File: src/rtl/clock_set_ctrl.sv
// clock_set_ctrl: RUN/SET controller for a BCD time-of-day clock.
//   clk, rst            : system clock, asynchronous active-high reset
//   tick_1ms, tick_1hz  : one-cycle timing strobes
//   btn_mode/next/up/down : debounced, clk-synchronous button levels
//   set_mode            : 1 while editing (SET), 0 while running (RUN)
//   run_en              : registered tick_1hz, only in RUN
//   field_idx, set_en   : selected field and its one-hot enable (SET only)
//   incr, decr          : single-cycle step pulses, with hold-to-repeat
//   blink               : blank strobe for the selected field while in SET
module clock_set_ctrl #(
  parameter int unsigned NUM_FIELDS   = 6,
  parameter int unsigned REPEAT_DELAY = 500,
  parameter int unsigned REPEAT_RATE  = 100,
  parameter int unsigned TIMEOUT      = 30,
  parameter int unsigned BLINK_HALF   = 250
) (
  input  logic                  clk,
  input  logic                  rst,
  input  logic                  tick_1ms,
  input  logic                  tick_1hz,
  input  logic                  btn_mode,
  input  logic                  btn_next,
  input  logic                  btn_up,
  input  logic                  btn_down,
  output logic                  set_mode,
  output logic                  run_en,
  output logic [2:0]            field_idx,
  output logic [NUM_FIELDS-1:0] set_en,
  output logic                  incr,
  output logic                  decr,
  output logic                  blink
);

  localparam logic [0:0] ST_RUN = 1'b0;
  localparam logic [0:0] ST_SET = 1'b1;

  localparam logic [1:0] RP_IDLE   = 2'd0;
  localparam logic [1:0] RP_DELAY  = 2'd1;
  localparam logic [1:0] RP_REPEAT = 2'd2;

  localparam int unsigned RMAX = (REPEAT_DELAY > REPEAT_RATE) ? REPEAT_DELAY : REPEAT_RATE;
  localparam int unsigned RW   = $clog2(RMAX + 1);
  localparam int unsigned TW   = $clog2(TIMEOUT + 1);
  localparam int unsigned BW   = $clog2(BLINK_HALF + 1);

  localparam logic [RW-1:0] DLY_END  = RW'(REPEAT_DELAY - 1);
  localparam logic [RW-1:0] RATE_END = RW'(REPEAT_RATE - 1);
  localparam logic [TW-1:0] TMO_END  = TW'(TIMEOUT);
  localparam logic [BW-1:0] BLK_END  = BW'(BLINK_HALF - 1);
  localparam logic [2:0]    FLD_END  = 3'(NUM_FIELDS - 1);

  logic [0:0]            state, state_nx;
  logic                  armed;
  logic                  prev_mode, prev_next, prev_up, prev_down;
  logic                  mode_press, next_press, up_press, down_press;
  logic                  stay_set, up_ok, dn_ok, rep_hold, rep_fire, activity;
  logic [2:0]            field_nx;
  logic [NUM_FIELDS-1:0] set_en_nx;
  logic [1:0]            rep_state, rep_state_nx;
  logic [RW-1:0]         rep_cnt, rep_cnt_nx;
  logic                  rep_up, rep_up_nx;
  logic [TW-1:0]         tmo_cnt, tmo_cnt_nx;
  logic [BW-1:0]         blk_cnt, blk_cnt_nx;
  logic                  blink_nx, incr_nx, decr_nx, run_en_nx;

  assign set_mode = state[0];

  always_comb begin
    // armed is low for the first cycle after reset so held buttons are not presses
    mode_press = armed & btn_mode & ~prev_mode;
    next_press = armed & btn_next & ~prev_next;
    up_press   = armed & btn_up   & ~prev_up;
    down_press = armed & btn_down & ~prev_down;

    state_nx = state;
    if (mode_press)
      state_nx = (state == ST_RUN) ? ST_SET : ST_RUN;
    else if (state == ST_SET && tmo_cnt == TMO_END)
      state_nx = ST_RUN;

    // editing actions only apply when SET is both current and next state,
    // which is how a mode press suppresses simultaneous edits
    stay_set = (state == ST_SET) && (state_nx == ST_SET);

    field_nx = field_idx;
    if (!stay_set)
      field_nx = '0;
    else if (next_press)
      field_nx = (field_idx == FLD_END) ? '0 : field_idx + 3'd1;

    set_en_nx = '0;
    for (int unsigned i = 0; i < NUM_FIELDS; i++)
      set_en_nx[i] = (state_nx == ST_SET) && (field_nx == 3'(i));

    up_ok = stay_set & up_press & ~btn_down;
    dn_ok = stay_set & down_press & ~btn_up;

    rep_hold = stay_set & ~next_press &
               (rep_up ? (btn_up & ~btn_down) : (btn_down & ~btn_up));

    rep_state_nx = rep_state;
    rep_cnt_nx   = rep_cnt;
    rep_up_nx    = rep_up;
    rep_fire     = 1'b0;
    // a fresh press always restarts the delay, even if an old hold is active
    if ((up_ok | dn_ok) & ~next_press) begin
      rep_state_nx = RP_DELAY;
      rep_cnt_nx   = '0;
      rep_up_nx    = up_ok;
    end else if (rep_state != RP_IDLE && !rep_hold) begin
      rep_state_nx = RP_IDLE;
      rep_cnt_nx   = '0;
    end else if (rep_state == RP_DELAY && tick_1ms) begin
      if (rep_cnt == DLY_END) begin
        rep_fire     = 1'b1;
        rep_state_nx = RP_REPEAT;
        rep_cnt_nx   = '0;
      end else begin
        rep_cnt_nx = rep_cnt + 1'b1;
      end
    end else if (rep_state == RP_REPEAT && tick_1ms) begin
      if (rep_cnt == RATE_END) begin
        rep_fire   = 1'b1;
        rep_cnt_nx = '0;
      end else begin
        rep_cnt_nx = rep_cnt + 1'b1;
      end
    end

    incr_nx = up_ok | (rep_fire & rep_up);
    decr_nx = dn_ok | (rep_fire & ~rep_up);

    activity = mode_press | next_press | up_press | down_press | btn_up | btn_down;
    tmo_cnt_nx = tmo_cnt;
    if (!stay_set || activity)
      tmo_cnt_nx = '0;
    else if (tick_1hz && tmo_cnt != TMO_END)
      tmo_cnt_nx = tmo_cnt + 1'b1;

    blk_cnt_nx = blk_cnt;
    blink_nx   = blink;
    if (!stay_set) begin
      blk_cnt_nx = '0;
      blink_nx   = 1'b0;
    end else if (tick_1ms) begin
      if (blk_cnt == BLK_END) begin
        blk_cnt_nx = '0;
        blink_nx   = ~blink;
      end else begin
        blk_cnt_nx = blk_cnt + 1'b1;
      end
    end

    run_en_nx = tick_1hz & (state_nx == ST_RUN);
  end

  always_ff @(posedge clk or posedge rst) begin
    if (rst) begin
      state     <= ST_RUN;
      armed     <= 1'b0;
      prev_mode <= 1'b0;
      prev_next <= 1'b0;
      prev_up   <= 1'b0;
      prev_down <= 1'b0;
      field_idx <= '0;
      set_en    <= '0;
      rep_state <= RP_IDLE;
      rep_cnt   <= '0;
      rep_up    <= 1'b0;
      tmo_cnt   <= '0;
      blk_cnt   <= '0;
      blink     <= 1'b0;
      incr      <= 1'b0;
      decr      <= 1'b0;
      run_en    <= 1'b0;
    end else begin
      state     <= state_nx;
      armed     <= 1'b1;
      prev_mode <= btn_mode;
      prev_next <= btn_next;
      prev_up   <= btn_up;
      prev_down <= btn_down;
      field_idx <= field_nx;
      set_en    <= set_en_nx;
      rep_state <= rep_state_nx;
      rep_cnt   <= rep_cnt_nx;
      rep_up    <= rep_up_nx;
      tmo_cnt   <= tmo_cnt_nx;
      blk_cnt   <= blk_cnt_nx;
      blink     <= blink_nx;
      incr      <= incr_nx;
      decr      <= decr_nx;
      run_en    <= run_en_nx;
    end
  end

endmodule

File: config.mk
export PLATFORM = sky130hd
export DESIGN_NAME = clock_set_ctrl
export DESIGN_NICKNAME = d
export VERILOG_FILES = /design/src/rtl/clock_set_ctrl.sv
export SDC_FILE = /design/constraint.sdc
export NUM_CORES = 1
export LEC_CHECK = 0
export BUFFER_PORTS_ARGS = -buffer_cell sky130_fd_sc_hd__buf_2
export CORE_MARGIN = 10
export CORE_UTILIZATION = 62
export DETAILED_ROUTE_END_ITERATION = 7
export GPL_ROUTABILITY_DRIVEN = 0
export HOLD_SLACK_MARGIN = 0.05
export PLACE_DENSITY_LB_ADDON = 0.12
export SLEW_MARGIN = 10
export SYNTH_ARGS = -nofsm -noshare
export SYNTH_HDL_FRONTEND = slang
export SYNTH_SLANG_ARGS = --single-unit
File: constraint.sdc
create_clock -name clk -period 5.7 [get_ports clk]
set_input_delay 0.855 -clock clk [delete_from_list [all_inputs] [get_ports clk]]
set_output_delay 0.855 -clock clk [all_outputs]
set_load 0.005 [all_outputs]
Yosys cells after proc, flatten, opt, wreduce, memory -nomap -nowiden:

Index checks and enable logic that the tools add are counted.

* register bits: 44
* bits of input ports: 8
* word-level logic and storage cells: 128

* $add $sub $neg: 4
* equality and inequality tests: 15
* multiplexer cells: 31
* bitwise logic cells: 38
* reduce and logical (&&, ||, !) cells: 23

Operators with widths (count)
* 2-to-1 mux 9 bit: 6
* 2-to-1 mux 8 bit: 3
* AND 1 bit: 20
* 2-to-1 mux 1 bit: 13
* logical AND 1 bit: 12
* 2-to-1 mux 5 bit: 2
* inverter 1 bit: 10
* adder 9 x 1 -> 9 bit (second input constant): 1
* == test 3 bit (second input constant): 3
* == test 9 x 7 -> 1 bit (second input constant): 1
* == test 9 bit (second input constant): 1
* 2-to-1 mux 3 bit: 3
* adder 8 x 1 -> 8 bit (second input constant): 1
* == test 8 bit (second input constant): 1
* 2-to-1 mux 2 bit: 4
* OR 1 bit: 8
* == test 3 x 2 -> 1 bit (second input constant): 2
* nonzero test 3 bit: 2
* adder 5 x 1 -> 5 bit (second input constant): 1
* == test 5 bit (second input constant): 1
* != test 5 bit (second input constant): 1
* AND reduction 2 bit: 2
* nonzero test 2 bit: 2
* nonzero test 4 bit: 1
* 9 further kinds: 10

Longest topological paths before layout:

* depth in word-level cells: 13
* mapped depth: 8
* gate-level depth less buffers: 7

Least setup slack after synthesis:

Ideal clock, no wire load.

* path type: input to register
* from: in tick_1ms
* to: reg rep_cnt[8]
* arrival time: 2030 ps
* data required time: 5574 ps
* path slack: 3544 ps
* stages on the path: 7
* cells stage by stage: buf_4 and3b_1 mux2i_1 a2111oi_2 buf_6 and3_1 a221o_1

* longest elaborated chain between the ends: 4
* elaborated cells on any way between the ends: 6
* those cells by class: 3 x mux; 3 x reduce/logical

RTL lines
* start: declaration: line 19 `input logic tick_1ms,`
* logical AND 1 bit: line 113 `end else if (rep_state == RP_DELAY && tick_1ms) begin`
* 2-to-1 mux 9 bit: line 113
* 2-to-1 mux 9 bit: line 110 `end else if (rep_state != RP_IDLE && !rep_hold) begin`
* 2-to-1 mux 9 bit: line 106 `if ((up_ok | dn_ok) & ~next_press) begin`
* end signal: assignment: line 186 `rep_cnt <= rep_cnt_nx;`
* end: declaration: line 60 `logic [RW-1:0] rep_cnt, rep_cnt_nx;`

Several ways; a longest one is shown, not always the timed one.
A chain may end at the register's enable or synchronous reset.

Worst setup path after layout:

* from: reg tmo_cnt[0]
* to: reg rep_cnt[4]

* longest elaborated chain between the ends: 11
* elaborated cells on any way between the ends: 18
* those cells by class: 1 x eq/ne; 4 x mux; 8 x bitwise; 5 x reduce/logical

RTL lines
* start: declaration: line 62 `logic [TW-1:0] tmo_cnt, tmo_cnt_nx;`
* start signal: assignment: line 188 `tmo_cnt <= tmo_cnt_nx;`
* == test 5 bit (*): line 78 `else if (state == ST_SET && tmo_cnt == TMO_END)`
* logical AND 1 bit (*): line 78
* 2-to-1 mux 1 bit (*): line 78
* 2-to-1 mux 1 bit (*): line 76 `if (mode_press)`
* logical AND 1 bit (*): line 83 `stay_set = (state == ST_SET) && (state_nx == ST_SET);`
* AND 1 bit (2 in a row): line 98 `rep_hold = stay_set & ~next_press &`
* zero test 1 bit: line 110
* logical AND 1 bit: line 110
* 2-to-1 mux 9 bit: line 110
* 2-to-1 mux 9 bit: line 106

Every way passes the cells marked *; elsewhere a longest branch is shown, timed or not.

==> impl_metrics.toml <==
[setup_path]
rr_startpoint = "tmo_cnt[0]$_DFFE_PP0P_"
cp-start-kind = "flop"
worst_ep_arrival_time_ns = 2.73
r2r_slack_ns = 3.26
worstPathMaxFanout = 11
reg2regPathDepth = 7
worstPathRequired_ns = 6.00
critical_path_class = "flop to flop"
reg2reg_to = "rep_cnt[4]$_DFFE_PP0P_"
crit_path_end_kind = "flop"

[cells_and_area]
nets = 243
fin_util_pct = 70.8
area_growth_syn_to_layout_pct = 10.5
stdcell_count = 277
drive_above_1_share_pct = 15.6
antennaDiodeCount = 0

[synth]
synth_cells = 208
synth_ff_type = "dfrtp_1"
synth_cell_types = 42
postSynthAreaPerCell_um2 = 10.2
yosys.area.top_type = "dfrtp_1"
synth_commonest_cells = "dfrtp_1 (44), nor2_1 (28), nand2_1 (14), nand4_1 (9), nand3_1 (8)"
synth.most_common_cell = "dfrtp_1"
netlist_top_cells_area = "dfrtp_1 (52%), nor2_1 (5.0%), ha_1 (2.9%)"
async_flop_share_pct = 100
synth-edff-count = 0
synth-seq-area-share_pct = 51.9
synth-warning-count = 0
syn_area_um2 = 2120
synth_nets = 221
ys_ff_latch = 44
yosys.area.top_type_share_pct = 51.9

[power_and_ir_drop]
p_clk_share_pct = 33.2
comb_power_share_pct = 11.3
leakage_nw = 1.09
seqPwrFrac_pct = 55.4
p_int_mw = 0.458
power.density_nw_per_um2 = 263
ir_drop_mv = 0.172
p_sw_share_pct = 25.7
switchingPower_mw = 0.158

[clocking]
clock_path_buffers = 2
cts_made_buffers = 5
clock_latency_ns = 0.35
post_cts_buffers = 0
h-tree-depth = 2
cts_root_buf = "clkbuf_4"
clock-sinks = 44
cts_tree = "built"
cts-resized-gates = 0
clk_pin_slew_ns = 0.13
cts_hold_buf = 0

[placed_design]
dp_hpwl_um = 2990
io_buffers = 21
dp_cells = 269

[grt]
grt_pass1_wl_um = 6820
antenna_found_initial = 0
grt.total_usage_pct = 13.3
grt_max_degree = 45
grt.overflow.total = 0
grt_pass1_vias = 1495

[route]
vias = 1616
dr.first_iter.drc_count = 119
vias_per_cell = 5.83
ant_nets = 0
wire_per_inst_um = 14.7
route.detailed.drc = 0
dr.pass1.iters = 4
routed_wl_um = 4080

[sta]
period_share_pct = 42.8
setup_viol = 0
rsz0062_at_grt = "false"
fin_skew_ns = 0.0109
slew_violations = 0
tns_ns = 0
fmax_mhz = 410
tightest_slew_ns = 0.912
slew_headroom_pct = 39.1
min_period_ns = 2.44
hold_violations = 0

[worst_hold_path]
hold_class = "flop to flop"
hp-start = "blk_cnt[6]$_DFFE_PP0P_"
min_path_cells = 1
holdPathEnd = "blk_cnt[6]$_DFFE_PP0P_"

[die]
die_w_um = 78.5
dieHeight_um = 78.5
core_area_um2 = 3310
io_pins = 22
num_rows = 21
initial_core_util_pct = 64.1
fp.dieArea_um2 = 6160

[flow_run]
maxCapViolations = 0

[outcome]
status = "finished clean"
## worst max path at each step
stage,startpoint,to,slack (ns),depth (start not counted)
6_report,tmo_cnt[0]$_DFFE_PP0P_,rep_cnt[4]$_DFFE_PP0P_,3.26,7
2_1_floorplan,tick_1ms,rep_cnt[8]$_DFFE_PP0P_,3.54,7
3_3_place_gp,tick_1ms,rep_cnt[4]$_DFFE_PP0P_,3.07,6
3_5_place_dp,tick_1ms,rep_cnt[4]$_DFFE_PP0P_,2.97,6
4_1_cts,tmo_cnt[0]$_DFFE_PP0P_,rep_cnt[4]$_DFFE_PP0P_,3.26,7
5_1_grt,tmo_cnt[0]$_DFFE_PP0P_,rep_cnt[4]$_DFFE_PP0P_,3.02,7
## sequential cells by signal (all words and copies together), names as in the netlist, 2 cells and up
register   flops
blk_cnt        8
field_idx      3
rep_cnt        9
rep_state      2
set_en         6
tmo_cnt        5
## per-stage QoR
stage               setup WS, ns  total power, mW  instance area, µm²  hold slack, ns
floorplan                   3.54            0.395                2120           0.459
global placement            3.07            0.414                2250           0.480
detailed placement          2.97            0.420                2250           0.479
CTS                         3.26            0.623                2340           0.498
global route                3.02            0.645                2340           0.522
finish                      3.26            0.617                2340           0.506
## critical path: stages (launching register included)
cell and delay (ns):
dfrtp_1 0.43, inv_1 0.07, ha_1 0.20, nand4_1 0.13, nand4_1 0.33, a2111oi_2 0.82
nor3b_2 0.30, a211o_1 0.11
## layout make-up
| class | instances | area (µm²) |
|---|---|---|
| flip-flops and latches | 44 | 1100 |
| fillers | 263 | 966 |
| multi-input cells | 151 | 961 |
| repair buffers | 22 | 113 |
| well taps | 46 | 57.6 |
| clock buffers | 6 | 51.3 |
| clock inverters | 2 | 38.8 |
| inverters | 6 | 22.5 |
## layer usage
layer	vias up	track usage [%]	part of all wire [%]
met5	-	0	0
met4	0	4.30	0.83
met3	4	3.53	4.4
met2	34	23.4	51
met1	786	15.3	44
li1	792	-	-
## cell usage in the layout (no fill, tap or decap), types with 5 or more instances in the layout
cell type | netlist | routed
buf_2 | 0 | 21
ha_1 | 5 | 5
xor2_1 | 6 | 6
nor4_1 | 6 | 6
nand2_1 | 14 | 14
o21ai_0 | 7 | 7
clkbuf_4 | 0 | 5
nand3_1 | 8 | 8
dfrtp_1 | 44 | 44
nor2_1 | 28 | 28
nand4_1 | 9 | 9
or3_1 | 5 | 5
inv_1 | 6 | 6
a21oi_1 | 7 | 7
## logic make-up (layout without fill, tap and decap cells)
family,count (synthesis),in the layout,share of synthesized area [%]
buffers and inverters,13,36,2.83
other,1,1,0.177
flip-flops,44,44,51.9
XOR/XNOR,9,9,3.71
multiplexers,5,5,2.42
AO/OA/AOI/OAI,34,34,11.4
adder cells (fa/ha/maj),5,5,2.95
AND/OR/NAND/NOR,97,97,24.6
## power by group through the flow
stage / combinational, mW / sequential (mW) / clock (mW)
after detailed placement: 0.0716 / 0.348 / 0
after CTS: 0.0715 / 0.342 / 0.209
after floorplan: 0.0496 / 0.346 / 0
after global routing: 0.0797 / 0.344 / 0.222
final: 0.0699 / 0.342 / 0.205
after global placement: 0.0678 / 0.346 / 0
(Power assumes the default switching activity.)
